[src/rtl/seg_scan_driver.sv]
// Time-multiplexed common-anode 7-segment scanner.
// One digit per slot: LOAD, SHOW, then a BLANK gap.
module seg_scan_driver #(
  parameter int CLK_FREQ     = 50_000_000,
  parameter int SCAN_FREQ    = 1000,
  parameter int BLANK_CYC    = 2500,
  parameter int NUM_DIGITS   = 6,
  parameter int BLINK_FRAMES = 83
) (
  input  logic                    clk,
  input  logic                    rst_n,
  input  logic [7*NUM_DIGITS-1:0] seg_codes,
  input  logic [NUM_DIGITS-1:0]   dp_in,
  input  logic [NUM_DIGITS-1:0]   digit_en,
  input  logic [NUM_DIGITS-1:0]   blink_en,
  output logic [NUM_DIGITS-1:0]   seg_sel,
  output logic [7:0]              seg_data,
  output logic                    frame_start
);

  localparam int SLOT_CYC = CLK_FREQ / SCAN_FREQ;
  localparam int SHOW_END = SLOT_CYC - BLANK_CYC - 1;
  localparam int SW = $clog2(SLOT_CYC);
  localparam int IW = (NUM_DIGITS > 1) ? $clog2(NUM_DIGITS) : 1;
  localparam int FW = (BLINK_FRAMES > 1) ? $clog2(BLINK_FRAMES) : 1;

  typedef enum logic [1:0] {
    LOAD,
    SHOW,
    BLANK
  } state_t;

  state_t          state;
  logic [SW-1:0]   slot_cnt;
  logic [IW-1:0]   digit_idx;
  logic [FW-1:0]   frame_cnt;
  logic            blink_phase;

  logic [6:0]      code;
  logic            dp;
  logic            en;
  logic            bl;
  logic            ph;

  logic [6:0]      cur_code;
  logic            cur_dp;
  logic            cur_en;
  logic            cur_bl;
  logic            lit;
  logic [NUM_DIGITS-1:0] sel_on;

  // Constant-index mux keeps every select inside the input vectors.
  always_comb begin
    cur_code = 7'h7F;
    cur_dp   = 1'b0;
    cur_en   = 1'b0;
    cur_bl   = 1'b0;
    for (int i = 0; i < NUM_DIGITS; i++) begin
      if (digit_idx == IW'(i)) begin
        cur_code = seg_codes[7*i +: 7];
        cur_dp   = dp_in[i];
        cur_en   = digit_en[i];
        cur_bl   = blink_en[i];
      end
    end
  end

  assign lit    = en & ~(bl & ph);
  assign sel_on = ~(NUM_DIGITS'(1) << digit_idx);

  always_ff @(posedge clk or negedge rst_n) begin
    if (!rst_n) begin
      state       <= LOAD;
      slot_cnt    <= '0;
      digit_idx   <= '0;
      frame_cnt   <= '0;
      blink_phase <= 1'b0;
      code        <= 7'h7F;
      dp          <= 1'b0;
      en          <= 1'b0;
      bl          <= 1'b0;
      ph          <= 1'b0;
      seg_sel     <= '1;
      seg_data    <= 8'hFF;
      frame_start <= 1'b0;
    end else begin
      seg_sel     <= '1;
      seg_data    <= 8'hFF;
      frame_start <= 1'b0;
      unique case (state)
        LOAD: begin
          code        <= cur_code;
          dp          <= cur_dp;
          en          <= cur_en;
          bl          <= cur_bl;
          ph          <= blink_phase;
          frame_start <= (digit_idx == '0);
          slot_cnt    <= SW'(1);
          state       <= SHOW;
        end
        SHOW: begin
          if (lit) begin
            seg_sel  <= sel_on;
            seg_data <= {~dp, code};
          end
          slot_cnt <= slot_cnt + SW'(1);
          if (slot_cnt == SW'(SHOW_END))
            state <= BLANK;
        end
        BLANK: begin
          if (slot_cnt == SW'(SLOT_CYC - 1)) begin
            slot_cnt <= '0;
            state    <= LOAD;
            if (digit_idx == IW'(NUM_DIGITS - 1)) begin
              digit_idx <= '0;
              if (frame_cnt == FW'(BLINK_FRAMES - 1)) begin
                frame_cnt   <= '0;
                blink_phase <= ~blink_phase;
              end else begin
                frame_cnt <= frame_cnt + FW'(1);
              end
            end else begin
              digit_idx <= digit_idx + IW'(1);
            end
          end else begin
            slot_cnt <= slot_cnt + SW'(1);
          end
        end
        default: begin
          state    <= LOAD;
          slot_cnt <= '0;
        end
      endcase
    end
  end

endmodule

[config.mk]
export PLATFORM = sky130hd
export DESIGN_NAME = seg_scan_driver
export DESIGN_NICKNAME = d
export VERILOG_FILES = /design/src/rtl/seg_scan_driver.sv
export SDC_FILE = /design/constraint.sdc
export NUM_CORES = 1
export LEC_CHECK = 0
export CAP_MARGIN = 25
export CELL_PAD_IN_SITES_DETAIL_PLACEMENT = 1
export CELL_PAD_IN_SITES_GLOBAL_PLACEMENT = 1
export CORE_ASPECT_RATIO = 0.6
export CORE_MARGIN = 2
export CORE_UTILIZATION = 37
export DETAILED_ROUTE_END_ITERATION = 8
export GPL_ROUTABILITY_DRIVEN = 1
export GPL_TIMING_DRIVEN = 0
export PLACE_DENSITY = 0.78
export SLEW_MARGIN = 20
export SYNTH_ARGS = -nofsm -noshare
export SYNTH_HDL_FRONTEND = slang
export SYNTH_SLANG_ARGS = --single-unit
[constraint.sdc]
create_clock -name clk -period 2.4 [get_ports clk]
set_input_delay 0.6 -clock clk [delete_from_list [all_inputs] [get_ports clk]]
set_output_delay 0.6 -clock clk [all_outputs]
set_load 0.02 [all_outputs]
==> flow_summary_export.csv <==
group,metric,value,unit
flow_run,max_cap_violations,0,
logic_synthesis,synth_top_area_share,0.284,
sta,finalClockSkew,0.00332,ns
cts,clockBufferDepth,2,
power_and_ir_drop,p_leak,1.57,nW
logic_synthesis,ys.warnings.count,0,
cells_and_area,syn2layout_area_growth,36.1,%
sta,finalSetupViolations,0,
cts,cts_tree,"yes",
worst_setup_path,end_kind,"flip-flop",
routing,wirelength,8930,um
placed_design,pre_cts_ws,-0.478,ns
sta,max_freq,461,MHz
routing,dr.pass1.iters,4,
floorplan,initial_core_util,0.382,
logic_synthesis,netlist_area,3000,um^2
cts,cts_max_level,2,
placed_design,hpwl,6820,um
run_status,outcome,"finished clean",
worst_setup_path,r2r-start,"slot_cnt[1]",
cells_and_area,antennaDiodeCount,0,
cells_and_area,layout-drive-gt1-share,0.144,
worst_setup_path,crit_start,"slot_cnt[1]",
floorplan,core,7850,um^2
power_and_ir_drop,peakVddDrop,0.000319,V
sta,period_share,0.905,
global_routing,grt_start_max_net_pins,56,
sta,fin_crit,2.17,ns
cells_and_area,layout_common_cells,"clkdlybuf4s50_1, nor2_1, dfrtp_1",
logic_synthesis,ys_ff_latch,55,
placed_design,io_buffers,76,
global_routing,grt_pass1_vias,2821,
cts,worstSkewPairLatency,0.30,ns
sta,fin_ws,0.229,ns
global_routing,grt_pass1_wl,14800,um
routing,drtIter0Drc,114,
sta,slew_viol_final,0,
worst_setup_path,crit_type,"flip-flop to flip-flop",
cts,cts_sinks,55,
cts,cts_root_buf,"clkbuf_16",
cells_and_area,layout.nets,468,
sta,hold_viol,0,
sta,rsz0062_at_grt,"no",
floorplan,dieArea,8860,um^2
routing,antenna_left,0,
logic_synthesis,synth_largest_area_cell,"dfrtp_1",
logic_synthesis,synth-main-ff-cell,"dfrtp_1",
min_path,hp-class,"input port to async pin",
power_and_ir_drop,power,1.88,mW
logic_synthesis,synth_edf_count,0,
floorplan,row_count,25,
logic_synthesis,syn_inst,316,
cells_and_area,utilization,0.520,
routing,vias_per_cell,5.33,
cells_and_area,fin_cells,510,
logic_synthesis,syn-num-nets,383,
worst_setup_path,worstSetupStartpointType,"flip-flop",
floorplan,io_pins,77,
sta,worstMarginPinSlew,0.691,ns
routing,wl_per_cell,17.5,um
placed_design,dpl.cell_count,500,
logic_synthesis,syn_area_per_cell,9.49,um^2
routing,num_vias,2717,
global_routing,antenna_found_initial,0,
worst_setup_path,arrival,2.36,ns
worst_setup_path,r2r_setup_slack,0.23,ns
worst_setup_path,worst-path-max-fanout,10,
floorplan,die_y,73.7,um
worst_setup_path,required,2.59,ns
routing,drcViolationCount,0,
logic_synthesis,yosys-top-cells-area,"dfrtp_1, dfstp_2, nor2_1, nand2_1, nand2b_1",
cts,clkTransAtPathRegs,0.07,ns
sta,max_slew_margin,0.539,
logic_synthesis,ys_seq_area_frac,0.468,
cts,cts_made_buffers,5,
logic_synthesis,postSynth.asyncResetShare,1.00,
cells_and_area,final_common_cell,"clkdlybuf4s50_1",
floorplan,die_x,120,um
power_and_ir_drop,powerDensity,462,nW/um^2
global_routing,overflow,0,
placed_design,place_congestion,0.845,
global_routing,grt.total_usage,0.219,
logic_synthesis,synth.distinct_cells,45,
[synth_stat cells (10+ instances only)]
cell type and count:
nor2_1 33, dfstp_2 21, inv_1 11, a221oi_1 10, nand2b_1 17, dfrtp_1 34, nand4_1 10, nand2_1 30
o21ai_0 21, a21oi_1 17, nand3_1 12
[flip-flops by register name (all words and copies together), names as in the netlist]
register	count
ph	1
seg_sel	6
state	2
dp	1
bl	1
seg_data	8
code	7
digit_idx	3
blink_phase	1
frame_start	1
slot_cnt	16
frame_cnt	7
en	1
[routing by layer]
| layer | wire length [um] | vias to the layer above | track usage |
|---|---|---|---|
| met5 | 0 | - | 0 |
| met4 | 148 | 0 | 0.0654 |
| met3 | 330 | 13 | 0.0411 |
| met2 | 4070 | 51 | 0.343 |
| met1 | 4380 | 1370 | 0.311 |
| li1 | - | 1283 | - |
[power breakdown]
group / internal (mW) / switching (mW) / total (mW)
clock network: 0.386 / 0.347 / 0.733
registers: 0.954 / 0.00754 / 0.961
logic: 0.122 / 0.0687 / 0.191
total: 1.46 / 0.424 / 1.88
[path summary, 6_finish.rpt]
check,endpoint,cells after the start
max,digit_idx[1],6
min,slot_cnt[7],1
max reg2reg,digit_idx[1],6
min reg2reg,seg_data[7],1
max in group asynchronous,slot_cnt[0],1
min in group clk,seg_data[7],1
[layout make-up]
class	instances	area [um^2]
multi-input cells	234	1500
flip-flops and latches	55	1400
fillers	912	3770
inverters	11	41.3
clock inverters	3	20.0
well taps	108	135
plain buffers	15	72.6
repair buffers	79	781
clock buffers	5	125
[kinds of logic after synthesis]
| logic type | Yosys count | synth area share |
|---|---|---|
| xor gates and xnor gates | 16 | 0.0467 |
| and+or+nand+nor | 141 | 0.260 |
| muxes | 13 | 0.0455 |
| DFF | 55 | 0.468 |
| AOI/OAI and AO/OA | 59 | 0.123 |
| buffers and inverters | 27 | 0.0367 |
| adders and majority gates | 5 | 0.0209 |
[critical path, cell delays in order (launching register included)]
cell and delay [ns]:
dfrtp_1 0.49, ha_1 0.29, and4_1 0.27, nand4_2 0.21, buf_2 0.26, nor3_1 0.18, mux2_2 0.36
[per-stage QoR]
stage                     instance area [um^2]  TNS [ns]  hold WS [ns]
after floorplan                           3000         0         0.304
final                                     4080         0         0.338
after global routing                      4080         0         0.391
after detailed placement                  3890     -3.95         0.405
after CTS                                 4060         0         0.369
after global placement                    3890    -45.13         0.383
[timing repair]
item,in CTS,in global routing
gates resized for setup,3,4
buffers inserted,2,1
hold endpoints to repair,0,0
endpoints found under the setup margin,10,10
pin swaps,1,1
hold buffers,0,0
(Power assumes the default switching activity.)
